$ cat config.mk
export PLATFORM = sky130hd
export DESIGN_NAME = uart_display_loader_flat
export DESIGN_NICKNAME = d
export VERILOG_FILES = /design/src/rtl/display_pkg.sv /design/src/rtl/uart_display_loader_if.sv /design/src/rtl/uart_rx_byte.sv /design/src/rtl/uart_display_loader.sv /design/src/flat_wrapper.sv
export SDC_FILE = /design/constraint.sdc
export NUM_CORES = 1
export LEC_CHECK = 0
export CORE_ASPECT_RATIO = 2
export CORE_MARGIN = 2
export CORE_UTILIZATION = 40
export DETAILED_ROUTE_END_ITERATION = 8
export SLEW_MARGIN = 40
export SYNTH_ARGS = -nofsm -noshare
export SYNTH_HDL_FRONTEND = slang
export SYNTH_SLANG_ARGS = --single-unit
$ cat constraint.sdc
create_clock -name CLK -period 8.9 [get_ports CLK]
set_clock_uncertainty 0.15 [all_clocks]
set_input_delay 2.67 -clock CLK [delete_from_list [all_inputs] [get_ports CLK]]
set_output_delay 2.67 -clock CLK [all_outputs]
set_load 0.02 [all_outputs]
$ cat src/rtl/display_pkg.sv
// Shared constants and state encodings for the UART-fed 7-segment display path.
package display_pkg;

    localparam int         NUM_DIGITS     = 16;
    localparam logic [7:0] DEF_SYNC_BYTE  = 8'hA5;
    localparam logic [7:0] DEF_INIT_CMD   = 8'h89;
    localparam logic [7:0] DEF_INIT_POS   = 8'hFF;
    localparam logic [3:0] DEF_POS_PREFIX = 4'hC;

    typedef enum logic [1:0] {OUT_IDLE, OUT_INIT, OUT_PAUSE, OUT_SEND} out_state_t;
    typedef enum logic       {COL_WAIT_SYNC, COL_COLLECT}               col_state_t;
    typedef enum logic [1:0] {RX_IDLE, RX_START, RX_DATA, RX_STOP}      rx_state_t;

endpackage

$ cat src/rtl/uart_display_loader_if.sv
// Command handshake toward the serial display writer.
interface uart_display_loader_if;

    logic       valid;
    logic [7:0] pos;
    logic [7:0] value;
    logic       busy;

    modport master (output valid, pos, value, input busy);
    modport slave  (input valid, pos, value, output busy);

endinterface

$ cat src/rtl/uart_rx_byte.sv
// 8N1 UART receiver: 2-FF synchroniser plus bit-centre sampler.
module uart_rx_byte
    import display_pkg::*;
#(
    parameter int CLK_HZ = 12_000_000,
    parameter int BAUD   = 115_200
) (
    input  logic       CLK,
    input  logic       RST,
    input  logic       RX,
    output logic [7:0] rx_byte,
    output logic       rx_stb,
    output logic       rx_ferr
);

    localparam int            DIV       = CLK_HZ / BAUD;
    localparam int            CW        = $clog2(DIV + 1);
    localparam logic [CW-1:0] FULL_LAST = CW'(DIV - 1);
    localparam logic [CW-1:0] HALF_LAST = CW'(DIV / 2 - 1);

    logic          rx_meta, rx_sync, rx_prev;
    rx_state_t     state, state_next;
    logic [CW-1:0] cnt, cnt_next;
    logic [2:0]    bit_idx, bit_idx_next;
    logic [7:0]    shreg, shreg_next;
    logic          stb_next, ferr_next;

    always_ff @(posedge CLK) begin
        if (RST) begin
            rx_meta <= 1'b1;
            rx_sync <= 1'b1;
            rx_prev <= 1'b1;
        end else begin
            rx_meta <= RX;
            rx_sync <= rx_meta;
            rx_prev <= rx_sync;
        end
    end

    always_ff @(posedge CLK) begin
        if (RST) begin
            state   <= RX_IDLE;
            cnt     <= '0;
            bit_idx <= '0;
            shreg   <= '0;
            rx_stb  <= 1'b0;
            rx_ferr <= 1'b0;
        end else begin
            state   <= state_next;
            cnt     <= cnt_next;
            bit_idx <= bit_idx_next;
            shreg   <= shreg_next;
            rx_stb  <= stb_next;
            rx_ferr <= ferr_next;
        end
    end

    // Returns to idle right after the stop-bit sample so back-to-back bytes are not missed.
    always_comb begin
        state_next   = state;
        cnt_next     = cnt + 1'b1;
        bit_idx_next = bit_idx;
        shreg_next   = shreg;
        stb_next     = 1'b0;
        ferr_next    = 1'b0;
        unique case (state)
            RX_IDLE: begin
                cnt_next = '0;
                if (rx_prev && !rx_sync) state_next = RX_START;
            end
            RX_START: begin
                if (cnt == HALF_LAST) begin
                    cnt_next     = '0;
                    bit_idx_next = '0;
                    state_next   = rx_sync ? RX_IDLE : RX_DATA;
                end
            end
            RX_DATA: begin
                if (cnt == FULL_LAST) begin
                    cnt_next     = '0;
                    shreg_next   = {rx_sync, shreg[7:1]};
                    bit_idx_next = bit_idx + 1'b1;
                    if (bit_idx == 3'd7) state_next = RX_STOP;
                end
            end
            RX_STOP: begin
                if (cnt == FULL_LAST) begin
                    state_next = RX_IDLE;
                    stb_next   = rx_sync;
                    ferr_next  = !rx_sync;
                end
            end
            default: state_next = RX_IDLE;
        endcase
    end

    assign rx_byte = shreg;

endmodule

$ cat src/rtl/uart_display_loader.sv
// Collects 16-byte frames from the host UART and replays them to the display writer.
module uart_display_loader
    import display_pkg::*;
#(
    parameter int         CLK_HZ         = 12_000_000,
    parameter int         BAUD           = 115_200,
    parameter logic [7:0] SYNC_BYTE      = DEF_SYNC_BYTE,
    parameter logic [7:0] INIT_CMD       = DEF_INIT_CMD,
    parameter logic [7:0] INIT_POS       = DEF_INIT_POS,
    parameter logic [3:0] POS_PREFIX     = DEF_POS_PREFIX,
    parameter int         PAUSE_CYCLES   = CLK_HZ / 1000,
    parameter int         TIMEOUT_CYCLES = 10 * CLK_HZ / 1000
) (
    input  logic                         CLK,
    input  logic                         RST,
    input  logic                         RX,
    uart_display_loader_if.master        cmd,
    output logic                         frame_done,
    output logic                         err
);

    localparam int            PW           = $clog2(PAUSE_CYCLES + 1);
    localparam int            TW           = $clog2(TIMEOUT_CYCLES + 1);
    localparam logic [PW-1:0] PAUSE_LAST   = PW'(PAUSE_CYCLES);
    localparam logic [TW-1:0] TIMEOUT_LAST = TW'(TIMEOUT_CYCLES - 1);
    localparam logic [3:0]    LAST_DIGIT   = 4'(NUM_DIGITS - 1);

    logic [7:0] rx_byte;
    logic       rx_stb, rx_ferr;

    uart_rx_byte #(.CLK_HZ(CLK_HZ), .BAUD(BAUD)) u_rx (
        .CLK     (CLK),
        .RST     (RST),
        .RX      (RX),
        .rx_byte (rx_byte),
        .rx_stb  (rx_stb),
        .rx_ferr (rx_ferr)
    );

    col_state_t    col_state, col_state_next;
    logic [3:0]    idx, idx_next;
    logic [TW-1:0] to_cnt, to_cnt_next;
    logic          frame_rdy, frame_rdy_next, sbuf_we, timeout;
    logic [7:0]    sbuf [NUM_DIGITS];
    logic [7:0]    obuf [NUM_DIGITS];

    out_state_t    out_state, out_state_next;
    logic [3:0]    n, n_next;
    logic [PW-1:0] pause_cnt, pause_cnt_next;
    logic          valid_q, valid_next, done_next, obuf_load, overrun;
    logic [7:0]    pos_q, pos_next, value_q, value_next;

    always_ff @(posedge CLK) begin
        if (RST) begin
            col_state <= COL_WAIT_SYNC;
            idx       <= '0;
            to_cnt    <= '0;
            frame_rdy <= 1'b0;
        end else begin
            col_state <= col_state_next;
            idx       <= idx_next;
            to_cnt    <= to_cnt_next;
            frame_rdy <= frame_rdy_next;
        end
    end

    // Inside a frame every byte is payload, including one that looks like the sync marker.
    always_comb begin
        col_state_next = col_state;
        idx_next       = idx;
        to_cnt_next    = to_cnt + 1'b1;
        frame_rdy_next = 1'b0;
        sbuf_we        = 1'b0;
        timeout        = 1'b0;
        unique case (col_state)
            COL_WAIT_SYNC: begin
                to_cnt_next = '0;
                if (rx_stb && rx_byte == SYNC_BYTE) begin
                    col_state_next = COL_COLLECT;
                    idx_next       = '0;
                end
            end
            COL_COLLECT: begin
                if (rx_stb) begin
                    sbuf_we     = 1'b1;
                    to_cnt_next = '0;
                    idx_next    = idx + 1'b1;
                    if (idx == LAST_DIGIT) begin
                        col_state_next = COL_WAIT_SYNC;
                        frame_rdy_next = 1'b1;
                    end
                end else if (to_cnt == TIMEOUT_LAST) begin
                    timeout        = 1'b1;
                    col_state_next = COL_WAIT_SYNC;
                end
            end
            default: col_state_next = COL_WAIT_SYNC;
        endcase
    end

    always_ff @(posedge CLK) begin
        if (sbuf_we) sbuf[idx] <= rx_byte;
        if (obuf_load) obuf <= sbuf;
    end

    always_ff @(posedge CLK) begin
        if (RST) begin
            out_state  <= OUT_IDLE;
            n          <= '0;
            pause_cnt  <= '0;
            valid_q    <= 1'b0;
            pos_q      <= '0;
            value_q    <= '0;
            frame_done <= 1'b0;
            err        <= 1'b0;
        end else begin
            out_state  <= out_state_next;
            n          <= n_next;
            pause_cnt  <= pause_cnt_next;
            valid_q    <= valid_next;
            pos_q      <= pos_next;
            value_q    <= value_next;
            frame_done <= done_next;
            err        <= err | rx_ferr | timeout | overrun;
        end
    end

    // Gating on valid_q keeps strobes at least two cycles apart even if busy lags.
    always_comb begin
        out_state_next = out_state;
        n_next         = n;
        pause_cnt_next = pause_cnt;
        valid_next     = 1'b0;
        done_next      = 1'b0;
        pos_next       = pos_q;
        value_next     = value_q;
        obuf_load      = 1'b0;
        overrun        = frame_rdy && (out_state != OUT_IDLE);
        unique case (out_state)
            OUT_IDLE: begin
                if (frame_rdy) begin
                    obuf_load      = 1'b1;
                    out_state_next = OUT_INIT;
                end
            end
            OUT_INIT: begin
                if (!cmd.busy && !valid_q) begin
                    pos_next       = INIT_POS;
                    value_next     = INIT_CMD;
                    valid_next     = 1'b1;
                    pause_cnt_next = '0;
                    out_state_next = OUT_PAUSE;
                end
            end
            OUT_PAUSE: begin
                if (pause_cnt == PAUSE_LAST) begin
                    n_next         = '0;
                    out_state_next = OUT_SEND;
                end else begin
                    pause_cnt_next = pause_cnt + 1'b1;
                end
            end
            OUT_SEND: begin
                if (!cmd.busy && !valid_q) begin
                    pos_next   = {POS_PREFIX, n};
                    value_next = obuf[n];
                    valid_next = 1'b1;
                    n_next     = n + 1'b1;
                    if (n == LAST_DIGIT) begin
                        done_next      = 1'b1;
                        out_state_next = OUT_IDLE;
                    end
                end
            end
            default: out_state_next = OUT_IDLE;
        endcase
    end

    assign cmd.valid = valid_q;
    assign cmd.pos   = pos_q;
    assign cmd.value = value_q;

endmodule

$ cat src/flat_wrapper.sv
// flat-port wrapper written by rule: the top's interface ports become plain ports
module uart_display_loader_flat import display_pkg::*;
#(
    parameter int         CLK_HZ         = 12_000_000,
    parameter int         BAUD           = 115_200,
    parameter logic [7:0] SYNC_BYTE      = DEF_SYNC_BYTE,
    parameter logic [7:0] INIT_CMD       = DEF_INIT_CMD,
    parameter logic [7:0] INIT_POS       = DEF_INIT_POS,
    parameter logic [3:0] POS_PREFIX     = DEF_POS_PREFIX,
    parameter int         PAUSE_CYCLES   = CLK_HZ / 1000,
    parameter int         TIMEOUT_CYCLES = 10 * CLK_HZ / 1000
)
  (CLK, RST, RX, frame_done, err, cmd_valid, cmd_pos, cmd_value, cmd_busy);
  uart_display_loader_if cmd_i ();
  input  logic CLK;
  input  logic RST;
  input  logic RX;
  output logic frame_done;
  output logic err;
  output wire logic [$bits(cmd_i.valid)-1:0] cmd_valid;
  output wire logic [$bits(cmd_i.pos)-1:0] cmd_pos;
  output wire logic [$bits(cmd_i.value)-1:0] cmd_value;
  input wire logic [$bits(cmd_i.busy)-1:0] cmd_busy;
  assign cmd_valid = cmd_i.valid;
  assign cmd_pos = cmd_i.pos;
  assign cmd_value = cmd_i.value;
  assign cmd_i.busy = cmd_busy;
  uart_display_loader #(.CLK_HZ(CLK_HZ), .BAUD(BAUD), .SYNC_BYTE(SYNC_BYTE), .INIT_CMD(INIT_CMD), .INIT_POS(INIT_POS), .POS_PREFIX(POS_PREFIX), .PAUSE_CYCLES(PAUSE_CYCLES), .TIMEOUT_CYCLES(TIMEOUT_CYCLES)) u_core (.CLK(CLK), .RST(RST), .RX(RX), .cmd(cmd_i), .frame_done(frame_done), .err(err));
endmodule
# ---- Yosys cells after proc, flatten, opt, wreduce, memory -nomap -nowiden
# Index checks and enable logic that the tools add are counted.
dict set report totals {
  word_cells 186
  ff_bits 343
  out_inout_bits 19
  in_bits 4
}
dict set report classes {
  eq_ne 27
  reduce_logical 28
  bitwise_logic 12
  add_sub_neg 6
  magnitude_cmp 3
  n_mux 57
}
# op n
set ops {}
lappend ops {{$bwmux W128} 1}
lappend ops {{$mux W8} 7}
lappend ops {{$pmux W17 S2} 1}
lappend ops {{$bmux W8 S4} 1}
lappend ops {{$demux W8 S4} 1}
lappend ops {{$pmux W8 S2} 2}
lappend ops {{$mux W14} 2}
lappend ops {{$pmux W14 S2} 1}
lappend ops {{$mux W2} 11}
lappend ops {{$pmux W7 S3} 1}
lappend ops {{$add A17 B1 Y17 const B} 1}
lappend ops {{$eq A17 B17 Y1 const B} 1}
lappend ops {{$mux W17} 1}
lappend ops {{$mux W4} 4}
lappend ops {{$pmux W2 S4} 2}
lappend ops {{$pmux W4 S2} 2}
lappend ops {{$add A14 B1 Y14 const B} 1}
lappend ops {{$eq A14 B14 Y1 const B} 1}
lappend ops {{$mux W1} 14}
lappend ops {{$mux W7} 2}
lappend ops {{$ne A2 B2 Y1 const B} 7}
lappend ops {{$ne A2 B1 Y1 const B} 6}
lappend ops {{$reduce_and A3 Y1} 4}
lappend ops {{$ge A5 B5 Y1 const B} 2}
lappend ops {{other kinds (25)} 57}

# ---- Logic depth before layout (Yosys ltp)
dict set report depth {
  ltp_word 6
  mapped_depth 8
  depth_no_buf 6
}

# ---- By module
# A second synthesis with hierarchy kept.
dict set report hier_totals {
  cells_unflattened 791
  area_unflattened_um2 12620.9
}
# module cells_per_inst area_each_um2 n_inst seq_area_each_um2
set by_module_without_submodules {}
lappend by_module_without_submodules {uart_display_loader 677 11591.1 1 8888.5}
lappend by_module_without_submodules {uart_rx_byte 114 1029.7 1 500.5}

# ---- Worst setup path before layout
# Ideal clock, no wire load.
dict set report synth_timing {
  path_kind {input port to flip-flop}
  from {in cmd_busy}
  to {reg u_core.pause_cnt[5]}
  required_ns 8.680
  slack_ns 4.533
  t_arrival_ns 4.146
  n_path_buf 0
  cell_stages 4
  path_cell_list {nor3b_1 nor2_1 or4_2 a21oi_1}
}
dict set report synth_between {
  elab_chain_len 4
}
# element line_no
set synth_rtl {}
lappend synth_rtl {{start, declared} flat_wrapper.sv:23} ;# input wire logic [$bits(cmd_i.busy)-1:0] cmd_busy;
lappend synth_rtl {{$logic_not A1 Y1} uart_display_loader.sv:147} ;# if (!cmd.busy && !valid_q) begin
lappend synth_rtl {{$logic_and A1 B1 Y1} uart_display_loader.sv:147}
lappend synth_rtl {{$ne A2 B1 Y1 (no source line)} -}
lappend synth_rtl {{$reduce_and A3 Y1 (no source line)} -}
lappend synth_rtl {{end signal, assigned} uart_display_loader.sv:119} ;# pause_cnt <= pause_cnt_next;
lappend synth_rtl {{end, declared} uart_display_loader.sv:49} ;# logic [PW-1:0] pause_cnt, pause_cnt_next;
# No other way between the ends.
# A chain may end at the register's enable or synchronous reset.

# ---- Worst setup path in the final report
# Ends and elaborated chain as after synthesis.

==> qor.yml <==
flow_run:
  maxCapViolCount: 0
min_path:
  hold_path_depth: 1
  hold_class: "reg -> reg"
  worstHoldStart: "u_core.u_rx.rx_meta"
  min_to: "u_core.u_rx.rx_sync"
global_route:
  use_met1_pct: 18.7
  grt_max_degree: 83
  antenna_found_initial: 0
  busiest_layer: "met2"
  grt_pass1_wl_microns: 37200
  grt_pass1_vias: 6524
  grtUsageMet3_pct: 1.86
  track_usage_pct: 14.7
  grt-ovfl-total: 0
  grt_use_met2_pct: 25.5
detailed_routing:
  drt-total-wl_microns: 24000
  wl_per_cell_microns: 18.8
  vias: 6616
  viasPerCell: 5.20
  ant_nets: 0
  detail_route.iter0.violations: 474
  firstDrtPassIters: 5
  drc_errors: 0
timing:
  maxSlewViolCount: 0
  setup_viol: 0
  finalSetupTns_ns: 0
  hold_ws_ns: 0.254
  hold_violations: 0
  max-slew-margin-rel_pct: 45.8
  period_share_pct: 52.2
  grt_setup_unrepaired: "no"
  worst_pin_slew_ns: 0.806
  fmax_mhz: 215
  min_period_ns: 4.65
floorplan:
  die_w_microns: 130
  die_y_microns: 256
  initial_utilization_pct: 40.4
  core_sq_um: 31300
  die_area_sq_um: 33200
  rows: 92
  pin_count: 23
clock_network:
  cts_num_sinks: 341
  clk_pin_slew_ns: 0.07
  insertion_delay_ns: 0.59
  htree_levels: 1
  cts-root-buf: "clkbuf_16"
  numCtsBuffers: 30
  cts_tree: "done"
  cts_resized: 0
  clockBufferDepth: 3
  cts_hold_buf: 0
  postCtsSetupBuffers: 0
setup_path:
  reg2reg_from: "u_core.u_rx.cnt[0]"
  timing.rr.end: "u_core.u_rx.bit_idx[1]"
  critPathLaunchType: "primary input"
  worstPathRequired_ns: 9.25
  worstRegToRegCells: 5
  endpoint_kind: "flip-flop"
  crit_arrival_ns: 5.00
  reg2reg_slack_ns: 6.17
  crit_type: "in -> reg"
  cp_max_fo: 10
layout:
  multi_input_area_sq_um: 3130
  mostFrequentLayoutCells: "edfxtp_1, dfxtp_1, nor2_1, mux2i_1, nand2_1"
  drive_above_1_share_pct: 13.5
  area_delta_synth_final_pct: 13.9
  final_common_cell: "edfxtp_1"
  fin_nets: 845
  seq_area_sq_um: 9390
  fill_cells: 2767
  diodes: 0
logic_synthesis:
  synthFlopType: "edfxtp_1"
  synth_edf_count: 256
  ys_async_sr_fraction_pct: 0
  netlist_area_sq_um: 12700
  synth_cell_types: 68
  synthCells: 793
  ys_ff_latch: 341
  ys_seq_area_share_pct: 74.1
  postSynthAreaPerCell_sq_um: 16.0
  yosysWarnings: 0
  synth_fp_nets: 813
outcome:
  status: "finished clean"
placement:
  io_buffers: 22
  place.gp.congestion: 0.791
  hpwl_microns: 14600
power_and_ir_drop:
  vdd_ir_drop_max_mv: 0.190
  power_density_nw_per_um2: 219
  power.leakage_nw: 4.50
-- per-layer routing --
layer	up-vias	wire, microns
li1	3132	-
met1	3302	10000
met2	133	12400
met3	49	803
met4	0	773
met5	-	0
-- sequential cells by signal (all words and copies together) (netlist names), 2 cells and up, named ones only --
| register | flops |
|---|---|
| u_core.sbuf | 128 |
| u_core.n | 4 |
| u_core.idx | 4 |
| u_core.out_state | 2 |
| u_core.pause_cnt | 14 |
| u_core.cmd.value | 8 |
| u_core.u_rx.rx_byte | 8 |
| u_core.obuf | 128 |
| u_core.u_rx.cnt | 7 |
| u_core.cmd.pos | 6 |
| u_core.u_rx.bit_idx | 3 |
| u_core.to_cnt | 17 |
-- cell type report --
class | count | share of cell area (%)
clock buffers | 38 | 5.62
inverters | 15 | 0.390
multi-input cells | 408 | 21.7
repair buffers | 29 | 1.88
flip-flops and latches | 341 | 65.1
well taps | 423 | 3.67
clock inverters | 18 | 1.66
-- worst max-delay path, stage by stage --
cell	delay (ns)
clkdlybuf4s50_1	0.49
nor3b_1	0.65
nor2_1	0.32
or4_2	0.71
a21oi_1	0.16
-- report_power, final --
| group | leakage (nW) | internal (W) | switching [W] |
|---|---|---|---|
| sequential | 3.02 | 0.00170 | 0.0000106 |
| combinational | 0.981 | 0.0000412 | 0.0000569 |
| clock | 0.498 | 0.000791 | 0.000561 |
-- through the flow --
| stage | std cells | area, sq um | power, W | utilization (%) | setup slack [ns] |
|---|---|---|---|---|---|
| 2_1_floorplan | 793 | 12700 | 0.00180 | - | 4.53 |
| 3_3_place_gp | 1216 | 13300 | 0.00184 | 42.5 | 3.78 |
| 3_5_place_dp | 1216 | 13400 | 0.00184 | 42.7 | 3.73 |
| 4_1_cts | 1272 | 14400 | 0.00320 | 46.1 | 4.33 |
| 5_1_grt | 1272 | 14400 | 0.00327 | 46.1 | 4.12 |
| 6_report | 1272 | 14400 | 0.00316 | 46.1 | 4.25 |
-- kinds of logic after synthesis --
logic type               share of synthesized area [%]
AO/OA/AOI/OAI                                     4.83
XOR/XNOR                                          1.31
adder cells (fa/ha/maj)                           1.58
buffers and inverters                             1.80
flip-flops                                        74.1
multiplexers                                      6.96
AND/OR/NAND/NOR                                   9.38
-- Yosys cell counts (all sizes together), types with 13 or more instances --
library cell | count | share of area [%]
edfxtp | 256 | 61
dfxtp | 85 | 13
nor2 | 64 | 1.9
mux2i | 34 | 2.7
nand2 | 33 | 0.98
a21oi | 29 | 1.1
mux4 | 24 | 4.3
nand3 | 23 | 0.91
o21ai | 18 | 0.71
clkbuf | 16 | 0.71
ha | 16 | 1.6
inv | 14 | 0.41
nor3 | 14 | 0.55
buf | 13 | 0.64
xnor2 | 13 | 0.90
-- how the worst max path moves through the flow --
stage	start	end	slack (ns)
global route	cmd_busy	u_core.pause_cnt[5]	4.12
finish	cmd_busy	u_core.pause_cnt[5]	4.25
global placement	cmd_busy	u_core.pause_cnt[5]	3.78
detailed placement	cmd_busy	u_core.pause_cnt[5]	3.73
CTS	u_core.cmd.valid	cmd_valid	4.33
floorplan	cmd_busy	u_core.pause_cnt[5]	4.53
(Power assumes the default switching activity.)
